File: src/rtl/target_packet_decoder.sv
// Receive-side decoder for {payload[5:0], channel[1:0]} packet bytes.
// Target IDs on channel 3 are range-checked and must repeat before they commit; a watchdog tracks link activity.
module target_packet_decoder #(
  parameter int unsigned TARGET_MIN     = 1,
  parameter int unsigned TARGET_MAX     = 20,
  parameter int unsigned CONFIRM_COUNT  = 2,
  parameter int unsigned TIMEOUT_CYCLES = 100000000,
  parameter int unsigned TIMEOUT_W      = 27
) (
  input  logic       clk,
  input  logic       rst,
  input  logic [7:0] rx_data,
  input  logic       rx_valid,
  output logic [5:0] target_id,
  output logic       target_valid,
  output logic       target_changed,
  output logic       err_range,
  output logic [5:0] ch0_data,
  output logic [5:0] ch1_data,
  output logic [5:0] ch2_data,
  output logic [2:0] ch_update,
  output logic       link_alive
);

  localparam int unsigned PAYLOAD_W = 6;
  localparam int unsigned CNT_W     = 3;

  typedef enum logic {ST_IDLE, ST_CONFIRM} state_e;

  state_e                 state_q;
  logic [PAYLOAD_W-1:0]   cand_q;
  logic [CNT_W-1:0]       match_cnt_q, match_cnt_d;
  logic [TIMEOUT_W-1:0]   wdog_q, wdog_d;

  logic [PAYLOAD_W-1:0]   payload;
  logic [1:0]             chan;
  logic                   in_range;
  logic                   wdog_hit;
  logic                   commit;

  // Byte decode, confirmation count and watchdog next value.
  always_comb begin
    payload  = rx_data[7:2];
    chan     = rx_data[1:0];
    in_range = (payload >= PAYLOAD_W'(TARGET_MIN)) && (payload <= PAYLOAD_W'(TARGET_MAX));
    if (state_q == ST_CONFIRM && payload == cand_q) begin
      match_cnt_d = match_cnt_q + CNT_W'(1);
    end else begin
      match_cnt_d = CNT_W'(1);
    end
    commit   = rx_valid && (chan == 2'b11) && in_range && (match_cnt_d == CNT_W'(CONFIRM_COUNT));
    wdog_hit = !rx_valid && (wdog_q == TIMEOUT_W'(TIMEOUT_CYCLES - 1));
    if (rx_valid) begin
      wdog_d = '0;
    end else if (wdog_q == TIMEOUT_W'(TIMEOUT_CYCLES)) begin
      wdog_d = wdog_q;
    end else begin
      wdog_d = wdog_q + TIMEOUT_W'(1);
    end
  end

  always_ff @(posedge clk) begin
    if (rst) begin
      state_q        <= ST_IDLE;
      cand_q         <= '0;
      match_cnt_q    <= '0;
      wdog_q         <= '0;
      target_id      <= '0;
      target_valid   <= 1'b0;
      target_changed <= 1'b0;
      err_range      <= 1'b0;
      ch0_data       <= '0;
      ch1_data       <= '0;
      ch2_data       <= '0;
      ch_update      <= '0;
      link_alive     <= 1'b0;
    end else begin
      target_changed <= 1'b0;
      err_range      <= 1'b0;
      ch_update      <= '0;
      wdog_q         <= wdog_d;

      if (rx_valid) begin
        link_alive <= 1'b1;
      end else if (wdog_hit) begin
        link_alive   <= 1'b0;
        target_valid <= 1'b0;
        state_q      <= ST_IDLE;
        cand_q       <= '0;
        match_cnt_q  <= '0;
      end

      if (rx_valid) begin
        case (chan)
          2'b00: begin
            ch0_data  <= payload;
            ch_update <= 3'b001;
          end
          2'b01: begin
            ch1_data  <= payload;
            ch_update <= 3'b010;
          end
          2'b10: begin
            ch2_data  <= payload;
            ch_update <= 3'b100;
          end
          default: begin
            if (!in_range) begin
              err_range   <= 1'b1;
              state_q     <= ST_IDLE;
              cand_q      <= '0;
              match_cnt_q <= '0;
            end else begin
              cand_q      <= payload;
              match_cnt_q <= match_cnt_d;
              state_q     <= commit ? ST_IDLE : ST_CONFIRM;
              // Pulse only when the committed ID is new or the target was invalid.
              if (commit) begin
                target_id      <= payload;
                target_valid   <= 1'b1;
                target_changed <= !target_valid || (payload != target_id);
              end
            end
          end
        endcase
      end
    end
  end

endmodule

File: config.mk
export PLATFORM = sky130hd
export DESIGN_NAME = target_packet_decoder
export DESIGN_NICKNAME = d
export VERILOG_FILES = /design/src/rtl/target_packet_decoder.sv
export SDC_FILE = /design/constraint.sdc
export NUM_CORES = 1
export LEC_CHECK = 0
export CAP_MARGIN = 10
export CORE_MARGIN = 2
export CORE_UTILIZATION = 40
export DETAILED_ROUTE_END_ITERATION = 6
export PLACE_DENSITY_LB_ADDON = 0.08
export SLEW_MARGIN = 10
export SYNTH_ARGS = -nofsm -noshare
export SYNTH_HDL_FRONTEND = slang
export SYNTH_SLANG_ARGS = --single-unit
File: constraint.sdc
create_clock -name clk -period 4.75 [get_ports clk]
set_input_delay 0.95 -clock clk [delete_from_list [all_inputs] [get_ports clk]]
set_output_delay 0.95 -clock clk [all_outputs]
set_load 0.005 [all_outputs]
==> summary.txt, run 1 <==
Synthesis
  • XOR/XNOR share of the synthesized area: about 8.5%
  • Syn Std Cell Area: just over 3000 sq um
  • Post-Synth Adder-Cell Area: 3.623%
  • Post-Syn Area per Cell: 8.957 sq um
  • Seq cells post-synth: 68
  • Cell variety after synth: 48
  • Share of flip-flops with an asynchronous set or reset: 0%
  • Largest family of logic cells by synthesized area: simple AND/OR/NAND/NOR gates
  • Mux share of post-synthesis cell area: less than 1%
  • Top FF cell, synth: dfxtp_1
  • Syn_nets: ~370
  • Simple-Gate Fraction of Synth Area: 28.14%
  • EDFF count, synth: 0
  • Yosys warning count: 0
  • Seq/Total Area, Yosys: a little over two fifths
  • Mapped Cells: between 300 and 400
  • Compound-Gate Fraction of Synth Area: 11.59%

Clock network
  • CTS Hold Bufs: 0
  • CTS Root Cell: clkbuf_8
  • CTS resizes: 0
  • # clock sinks: approximately 70
  • Clock latency on the worst-skew pair: 0.34 ns
  • CTS Buffer Depth: 2
  • H-tree levels: 3
  • Clock slew at reported path FFs: roughly 0.080 ns
  • CTS tree: yes
  • Setup Buffers After CTS: 0
  • Total CTS buffers: 9

Die
  • Core Rows: 32
  • DIE WIDTH: around 92 microns
  • Core Area: between 7000 and 8000 sq um
  • Die Span Y: between 90 and 100 microns
  • Total die area: about 8500 sq um
  • Initial Util: 40.86%
  • Ports: 42

Pwr
  • PwrDens: between 300 and 400 nW/um^2
  • Sw Pwr: between 0.0002 and 0.0003 W
  • Clock share of power: 42.3%
  • Sequential power share: between 50% and 60%
  • Leakage: 1.325 nW
  • Int Power: 0.0008698 W
  • Combinational cell fraction of total power: under 10%
  • Worst VDD drop: roughly 0.14 mV
  • Sw Share: between 20% and 30%

Status
  • Status: completed

Worst setup path
  • CP max FO: 9
  • WP data arrival: between 3 and 4 ns
  • Critical path capture point type: flop
  • Setup CP Type: in -> reg
  • CP startpoint kind: primary input
  • WP data required: approximately 5 ns

Final layout
  • Area Overhead vs Synth: 21.10%
  • Layout cell share with drive strength beyond 1: under 10%
  • Fin nets: between 400 and 500
  • Antenna cells: 0
  • Fillers: approximately 760

Hold path
  • Min-delay worst type: reg -> reg

STA
  • Max-slew violation count: 0
  • Hold WS: ~0.46 ns
  • Setup WS post-layout: 1.872 ns
  • Final hold violation count: 0
  • RSZ-0062 raised after global routing: false
  • Max frequency: 0.3475 GHz
  • Total negative slack: 0 ns
  • Slew margin rel.: 51.09%
  • Final setup fails: 0
  • Worst Clk Skew: ~0.0064 ns
  • Worst slew pin tran: between 0.7 and 0.8 ns
  • Final min period: about 2.9 ns
  • Final worst path period share: ~61%

Route
  • Via count: around 2500
  • DR WL/cell: 14.22 microns
  • Drt first pass iters: 4
  • Avg Vias per Cell: around 5.2
  • Drt initial violations: 104
  • Post-route ant nets: 0
  • DRT Wirelength: around 6900 microns
  • DR DRC count: 0

Global routing
  • First-pass GRT wire length: 11700 microns
  • Initial antenna violation count: 0
  • Largest net degree at the start of global routing: 27
  • Number of global-route vias before repair: 2345
  • Gr usage total: roughly 17%
  • Total global routing overflow: 0

Job
  • Max Cap Violations: 0

Placement
  • GP Congestion: about 0.81
  • Hpwl dp: 4921 microns
  • Worst slack at placement: 1.510 ns
  • I/O Buffers: between 40 and 50
## flip-flops by register name, summed over array words and instances, names as in the netlist
register        count
cand_q              6
ch_update           3
err_range           1
match_cnt_q         3
state_q             1
wdog_q             27
target_changed      1
ch1_data            6
target_id           6
ch0_data            6
ch2_data            6
link_alive          1
target_valid        1
## layer usage
metal	global-route usage, %	up-vias	share of wire, %
met1	22.96	1181	47
met3	2.794	14	3.5
met5	0	-	0
met2	27.33	52	48
li1	-	1282	-
met4	8.706	0	1.8
## Yosys cell counts (2+ instances only)
cell type,number,share of area (%)
buf_6,2,0.72
or4_1,2,0.48
nand2b_1,4,0.81
buf_2,5,0.81
o21ai_0,11,1.8
nand4_1,8,1.6
a21oi_1,31,5.0
nand3_1,33,5.3
inv_1,7,0.85
and2_1,7,1.4
xnor2_1,10,2.8
and4_1,3,0.85
or3_1,7,1.4
ha_1,9,3.6
nor2_1,28,3.4
and3_1,6,1.2
nor4b_2,2,0.97
nand2_1,34,4.1
a22o_1,8,2.3
o21a_1,2,0.48
nor3_1,3,0.48
xor2_1,20,5.6
nor4_1,3,0.60
dfxtp_1,68,44
clkbuf_1,7,0.85
buf_1,5,0.60
## critical path, stage by stage
cell	delay, ns
clkdlybuf4s50_1	0.61
or4_1	0.59
nor2_1	0.19
or3_1	0.40
nor2_4	0.10
a22o_1	0.27
## final cells by class
cell class / count / area [sq um] / share of cell area [%]
flip-flops and latches: 68 / 1361 / 36.17
well taps: 102 / 127.6 / 3.391
multi-input cells: 252 / 1620 / 43.05
clock buffers: 11 / 141.4 / 3.757
inverters: 7 / 26.28 / 0.6981
clock inverters: 5 / 61.31 / 1.629
repair buffers: 43 / 425.4 / 11.30
## power by group through the flow
stage               registers (W)  clock network (W)  logic [W]
finish                   0.000583           0.000485  0.0000779
CTS                      0.000583           0.000496  0.0000791
floorplan                0.000596                  0  0.0000461
global placement         0.000596                  0  0.0000781
detailed placement       0.000596                  0  0.0000787
global route             0.000583           0.000519  0.0000869
## layout by cell type (no fill, tap or decap), types with 9 or more instances in the layout
| cell type | instances |
|---|---|
| dfxtp_1 | 68 |
| clkbuf_8 | 10 |
| nor2_1 | 28 |
| nand2_1 | 34 |
| xnor2_1 | 10 |
| o21ai_0 | 11 |
| xor2_1 | 20 |
| clkdlybuf4s50_1 | 41 |
| ha_1 | 9 |
| nand3_1 | 33 |
| a21oi_1 | 31 |
## worst paths after layout
check,startpoint,cells after the start,endpoint,slack [ns]
setup / recovery,rx_data[2],6,cand_q[0],1.87
hold / removal,ch0_data[1],2,ch0_data[1],0.46
setup reg to reg,wdog_q[11],5,match_cnt_q[1],2.78
hold reg to reg,ch0_data[1],2,ch0_data[1],0.46
## stage by stage
stage	instances	util, %	total power, W	area, sq um
final	488	49.47	0.001146	3764
after global routing	488	49.47	0.001189	3764
after CTS	488	49.47	0.001158	3764
after detailed placement	472	46.81	0.0006749	3561
after global placement	472	46.81	0.0006741	3561
after floorplan	347	-	0.0006422	3108
## logic make-up (layout without fill, tap and decap cells)
group                      count (synthesis)  in the layout
and+or+nand+nor                          155            155
DFF                                       68             68
AOI/OAI and AO/OA                         57             57
xor gates and xnor gates                  30             30
buffers and inverters                     27             66
adders and majority gates                  9              9
muxes                                      1              1
No activity file was read; power rests on OpenSTA's default activity.
==> inputs of run 2 (changes only) <==
Clock period 4.75 ns to 2.88 ns, I/O delays scaled along.
==> summary.txt, run 2 (synthesis gave the netlist of run 1 again) <==
Status
  • Status: completed

Global routing
  • Gr usage total: 17.42% (+0.098 points)
  • Total global routing overflow: 0 (unchanged)
  • Initial antenna violation count: 0 (unchanged)
  • First-pass GRT wire length: 11780 microns (+0.71%)
  • Number of global-route vias before repair: 2433 (+3.8%)
  • Largest net degree at the start of global routing: 27 (unchanged)

Placement
  • I/O Buffers: 41 (unchanged)
  • GP Congestion: 0.8080 (-0.27%)
  • Worst slack at placement: 0.1858 ns (-1.324 ns)
  • Placed instance area: 3636 sq um (+2.1%)
  • Hpwl dp: 4984 microns (+1.3%)
  • Cell count after placement: 482 (+2.1%)

Route
  • DR DRC count: 0 (unchanged)
  • Post-route ant nets: 0 (unchanged)
  • DRT Wirelength: 6844 microns (-1.4%)
  • Avg Vias per Cell: 5.102 (-1.5%)
  • Via count: 2541 (+0.47%)
  • Drt initial violations: 95 (-8.7%)
  • DR WL/cell: 13.74 microns (-3.3%)
  • Drt first pass iters: 4 (unchanged)

Clock network
  • # clock sinks: 68 (unchanged)
  • CTS Hold Bufs: 0 (unchanged)
  • CTS Buffer Depth: 2 (unchanged)
  • Clock latency on the worst-skew pair: 0.34 ns (about the same)
  • CTS resizes: 0 (unchanged)
  • Total CTS buffers: 9 (unchanged)
  • Setup Buffers After CTS: 0 (unchanged)
  • Clock slew at reported path FFs: 0.08 ns (about the same)
  • CTS tree: yes
  • CTS Root Cell: clkbuf_8
  • H-tree levels: 3 (unchanged)

Worst setup path
  • WP data arrival: 2.58 ns (-0.53 ns)
  • Crit path buf inv count: 1 (unchanged)
  • R2R cell count: 5 (unchanged)
  • CP startpoint kind: primary input
  • Setup CP Type: in -> reg
  • Crit path max-delay family: simple AND/OR/NAND/NOR gates
  • FF-to-FF End: match_cnt_q[1]
  • Cell Chain, Critical Path: clkdlybuf4s50_1, xor2_1, nor4b_1, and2_1, nand2_1, a22o_1
  • Slowest CP cell: clkdlybuf4s50_1
  • Critical path capture point type: flop
  • CP max FO: 7 (-2)
  • WP data required: 3.11 ns (-1.87 ns)
  • Worst R2R Setup Slack: 1.00 ns (-1.78 ns)
  • CP max stage delay: 0.58 ns (-0.03 ns)
  • R2R Path Start: wdog_q[11]

Hold path
  • Min-delay worst type: reg -> reg
  • Min-Delay Endpoint: ch0_data[4]
  • Hold depth: 2 (unchanged)
  • HP Start: ch0_data[4]

STA
  • Setup WS post-layout: 0.5336 ns (-1.339 ns)
  • Max frequency: between 0.4 and 0.5 GHz
  • Final worst path period share: about four fifths
  • Worst slew pin tran: 0.6384 ns (-0.09290 ns)
  • Max-slew violation count: 0 (unchanged)
  • Total negative slack: 0 ns (unchanged)
  • RSZ-0062 raised after global routing: false
  • Slew margin rel.: 57.36% (+6.3 points)
  • Final setup fails: 0 (unchanged)
  • Final hold violation count: 0 (unchanged)
  • Worst Clk Skew: 0.01422 ns (+0.007779 ns)
  • Final min period: 2.346 ns

Final layout
  • Fillers: 744 (-2.4%)
  • Layout cell share with drive strength beyond 1: 10.35% (+2.6 points)
  • Most common cell after layout, fill and taps aside: dfxtp_1
  • Footprint of the multi-input gates: 1620 sq um (unchanged)
  • Area Overhead vs Synth: 24.88%
  • Most frequent cells in the layout: 68 x dfxtp_1, 41 x clkdlybuf4s50_1, 34 x nand2_1
  • Fin nets: 411 (+2.5%)
  • Largest Register: wdog_q
  • Antenna cells: 0 (unchanged)
  • Max reg flops: 27 (unchanged)
  • Post-Layout Cell Count: 498 (+2.0%)
  • Post-route cell area: 3881 sq um (+3.1%)
  • Reg area: 1361 sq um (unchanged)

Die
  • Core Rows: 32 (unchanged)
  • Ports: 42 (unchanged)
  • Total die area: 8491 sq um (unchanged)
  • Core Area: 7607 sq um (unchanged)
  • Initial Util: 40.86% (unchanged)
  • DIE WIDTH: 92.15 microns (unchanged)
  • Die Span Y: 92.15 microns (unchanged)

Job
  • Max Cap Violations: 0 (unchanged)

Pwr
  • Leakage: 1.406 nW (+6.2%)
  • PwrDens: 532.6 nW/um^2 (+75%)
  • Worst VDD drop: 0.2551 mV (+76%)
==> run 2: how the worst max path moves through the flow <==
stage | from | to | slack [ns] | cells past startpoint
6_report | rx_data[2] | state_q | 0.53 | 6
5_1_grt | rx_data[2] | state_q | 0.30 | 6
4_1_cts | rx_data[2] | match_cnt_q[0] | 0.55 | 6
3_5_place_dp | rx_data[2] | match_cnt_q[0] | 0.19 | 6
3_3_place_gp | rx_data[2] | cand_q[4] | 0.21 | 6
2_1_floorplan | rx_data[3] | cand_q[0] | 0.85 | 7
==> run 2: report_power, final <==
part,internal [W],total (W),leakage (nW),switching [W]
Clock,0.000581,0.000969,0.124,0.000388
Combinational,0.0000632,0.000137,0.732,0.0000742
Sequential,0.000953,0.000961,0.550,0.00000726
Total,0.00160,0.00207,1.41,0.000469
==> run 2: cell type report <==
type	instances	area share, %
clock buffer	9	3.191
tap	102	3.288
inverter	7	0.6770
timing repair buffer	53	12.89
multi-input combinational	252	41.75
sequential	68	35.07
clock inverter	7	3.127
==> run 2: metrics by stage <==
stage               util, %  hold WS [ns]  total power, W
finish                51.02        0.4549        0.002067
global route          51.02        0.4807        0.002153
CTS                   51.02        0.4586        0.002091
detailed placement    47.80        0.4473        0.001121
global placement      47.80        0.4432        0.001121
floorplan                 -        0.4413        0.001059
==> run 2: per-layer routing <==
metal	up-vias	track usage, %	wire (microns)
li1	1292	-	-
met1	1179	22.58	3341
met2	58	28.62	3110
met3	12	2.958	249
met4	0	7.463	143
met5	-	0	0
==> run 2: tightest hold or removal path, stage by stage, from the launching register on <==
cell	delay [ns]
dfxtp_1	0.31
nand2_1	0.05
a21oi_1	0.05
==> inputs of run 3 (changes only) <==
Clock period 2.88 ns to 1.9 ns, I/O delays scaled along.
==> summary.txt, run 3 (synthesis gave the netlist of run 1 again) <==
Worst setup path
  • Critical path capture point type: flop
  • Worst R2R Setup Slack: 0.05 ns (-0.95 ns)
  • R2R cell count: 6 (+1)
  • WP data arrival: 2.09 ns (-0.49 ns)
  • Crit path buf inv count: 2 (+1)
  • WP data required: 2.12 ns (-0.99 ns)
  • R2R Path Start: wdog_q[11]
  • Crit path max-delay family: simple AND/OR/NAND/NOR gates
  • Slowest CP cell: or4b_4
  • CP max FO: 5 (-2)
  • CP startpoint kind: primary input
  • FF-to-FF End: match_cnt_q[1]
  • Cell Chain, Critical Path: clkdlybuf4s50_1, or4b_4, nor4_4, buf_6, a211oi_4, a22o_1
  • Setup CP Type: in -> reg
  • CP max stage delay: 0.58 ns (about the same)
  • Crit. Startpoint: rx_valid

Route
  • Avg Vias per Cell: 5.013 (-1.7%)
  • Via count: 2667 (+5.0%)
  • Post-route ant nets: 0 (unchanged)
  • Drt first pass iters: 4 (unchanged)
  • DR WL/cell: 13.65 microns (-0.70%)
  • DRT Wirelength: 7260 microns (+6.1%)
  • Drt initial violations: 81 (-15%)
  • DR DRC count: 0 (unchanged)

STA
  • Slew margin rel.: 66.30% (+8.9 points)
  • Final setup fails: 0 (unchanged)
  • Final hold violation count: 0 (unchanged)
  • Max frequency: between 0.5 and 0.6 GHz
  • Final worst path period share: 98.13%
  • Worst Clk Skew: 0.008094 ns (-0.006122 ns)
  • Max-slew violation count: 0 (unchanged)
  • Worst slew pin tran: 0.5054 ns (-0.1330 ns)
  • RSZ-0062 raised after global routing: true
  • Final min period: approximately 1.9 ns
  • Total negative slack: 0 ns (unchanged)

Die
  • DIE WIDTH: 92.15 microns (unchanged)
  • Ports: 42 (unchanged)
  • Initial Util: 40.86% (unchanged)
  • Total die area: 8491 sq um (unchanged)
  • Core Area: 7607 sq um (unchanged)
  • Die Span Y: 92.15 microns (unchanged)
  • Core Rows: 32 (unchanged)

Final layout
  • Final Core Density: 54.64% (+3.6 points)
  • Largest Register: wdog_q
  • Post-Layout Cell Count: 532 (+6.8%)
  • Most frequent cells in the layout: 66 x dfxtp_1, 43 x buf_4, 37 x clkdlybuf4s50_1
  • Layout cell share with drive strength beyond 1: 18.60% (+8.3 points)
  • Post-route cell area: 4156 sq um (+7.1%)
  • Antenna cells: 0 (unchanged)
  • Most common cell after layout, fill and taps aside: dfxtp_1
  • Area Overhead vs Synth: 33.74%
  • Fin nets: 445 (+8.3%)
  • Fillers: 737 (-0.94%)
  • Max reg flops: 27 (unchanged)

Clock network
  • CTS tree: yes
  • Clock latency on the worst-skew pair: 0.33 ns (about the same)
  • H-tree levels: 3 (unchanged)
  • CTS Buffer Depth: 2 (unchanged)
  • Clock slew at reported path FFs: 0.07 ns (about the same)
  • Total CTS buffers: 9 (unchanged)
  • # clock sinks: 68 (unchanged)
  • CTS Root Cell: clkbuf_8

Pwr
  • Clock share of power: 38.7% (-8.2 points)
  • Combinational cell fraction of total power: 8.8% (+2.2 points)
  • Sw Pwr: 0.0006316 W (+35%)
  • Tot Pwr: 0.002779 W (+34%)
  • Sequential power share: 52.5% (+6.0 points)
  • Worst VDD drop: 0.3685 mV (+44%)
  • Leakage: 1.601 nW (+14%)
  • Sw Share: 22.72% (+0.025 points)
  • Int Power: 0.002148 W (+34%)
  • PwrDens: 668.7 nW/um^2 (+26%)

Global routing
  • Largest net degree at the start of global routing: 27 (unchanged)
  • Gr usage total: 17.91% (+0.48 points)
  • Initial antenna violation count: 0 (unchanged)
  • First-pass GRT wire length: 12030 microns (+2.1%)
  • Number of global-route vias before repair: 2459 (+1.1%)
  • Total global routing overflow: 0 (unchanged)

Status
  • Status: completed

Placement
  • I/O Buffers: 41 (unchanged)
  • GP Congestion: 0.8070 (-0.12%)
  • Placed instance area: 3861 sq um (+6.2%)
  • Cell count after placement: 512 (+6.2%)
  • Hpwl dp: 5282 microns (+6.0%)

Hold path
  • Min-Delay Endpoint: ch1_data[0]
  • Min-delay worst type: reg -> reg
  • HP Start: ch1_data[0]
  • Hold depth: 2 (unchanged)

Job
  • Max Cap Violations: 0 (unchanged)
==> run 3: area by class of cell <==
class | count | area [sq um] | area share, %
clock buffer | 15 | 176.4 | 4.244
timing repair buffer | 86 | 765.7 | 18.42
tap | 102 | 127.6 | 3.070
inverter | 7 | 26.28 | 0.6321
sequential | 68 | 1364 | 32.81
multi-input combinational | 253 | 1692 | 40.70
clock inverter | 1 | 5.005 | 0.1204
==> run 3: worst reg2reg max path: cells and delay by family, from the launching register on <==
kind / cells / cell delay [ns]
AOI/OAI and AO/OA: 2 / 0.31
buffers and inverters: 1 / 0.16
DFF: 1 / 0.34
and+or+nand+nor: 3 / 0.94
==> run 3: what timing repair did <==
item | in CTS | in global routing
hold buffers | 0 | 0
setup buffers | 0 | 3
pin swaps | 0 | 4
gates cloned | 0 | 1
gates resized for setup | 3 | 18
setup endpoints to repair | 4 | 21
==> run 3: metal layers <==
| layer | part of all wire [%] | up-vias | wire (microns) | track usage, % |
|---|---|---|---|---|
| met2 | 46 | 65 | 3357 | 29.53 |
| met1 | 48 | 1230 | 3467 | 23.07 |
| met5 | 0 | - | 0 | 0 |
| met4 | 1.0 | 0 | 74 | 3.980 |
| met3 | 5.0 | 7 | 360 | 5.505 |
| li1 | - | 1365 | - | - |
==> run 3: power groups by stage <==
stage               Clock (W)  Combinational, W  Sequential, W
global route          0.00119          0.000270        0.00146
finish                0.00108          0.000246        0.00146
detailed placement          0          0.000235        0.00149
floorplan                   0          0.000115        0.00149
global placement            0          0.000234        0.00149
CTS                   0.00112          0.000240        0.00146
==> run 3: stage by stage <==
stage | setup WS [ns] | hold slack (ns)
2_1_floorplan | 0.06792 | 0.4413
3_3_place_gp | -0.3475 | 0.4439
3_5_place_dp | -0.3573 | 0.4489
4_1_cts | -0.01245 | 0.4567
5_1_grt | -0.03094 | 0.4764
6_report | 0.03555 | 0.4551
==> run 3: worst max path at each step <==
stage	end	cells after the start	slack [ns]
detailed placement	match_cnt_q[2]	7	-0.36
global route	match_cnt_q[1]	6	-0.03
CTS	match_cnt_q[1]	5	-0.01
finish	match_cnt_q[1]	6	0.04
global placement	cand_q[1]	7	-0.35
floorplan	cand_q[0]	7	0.07
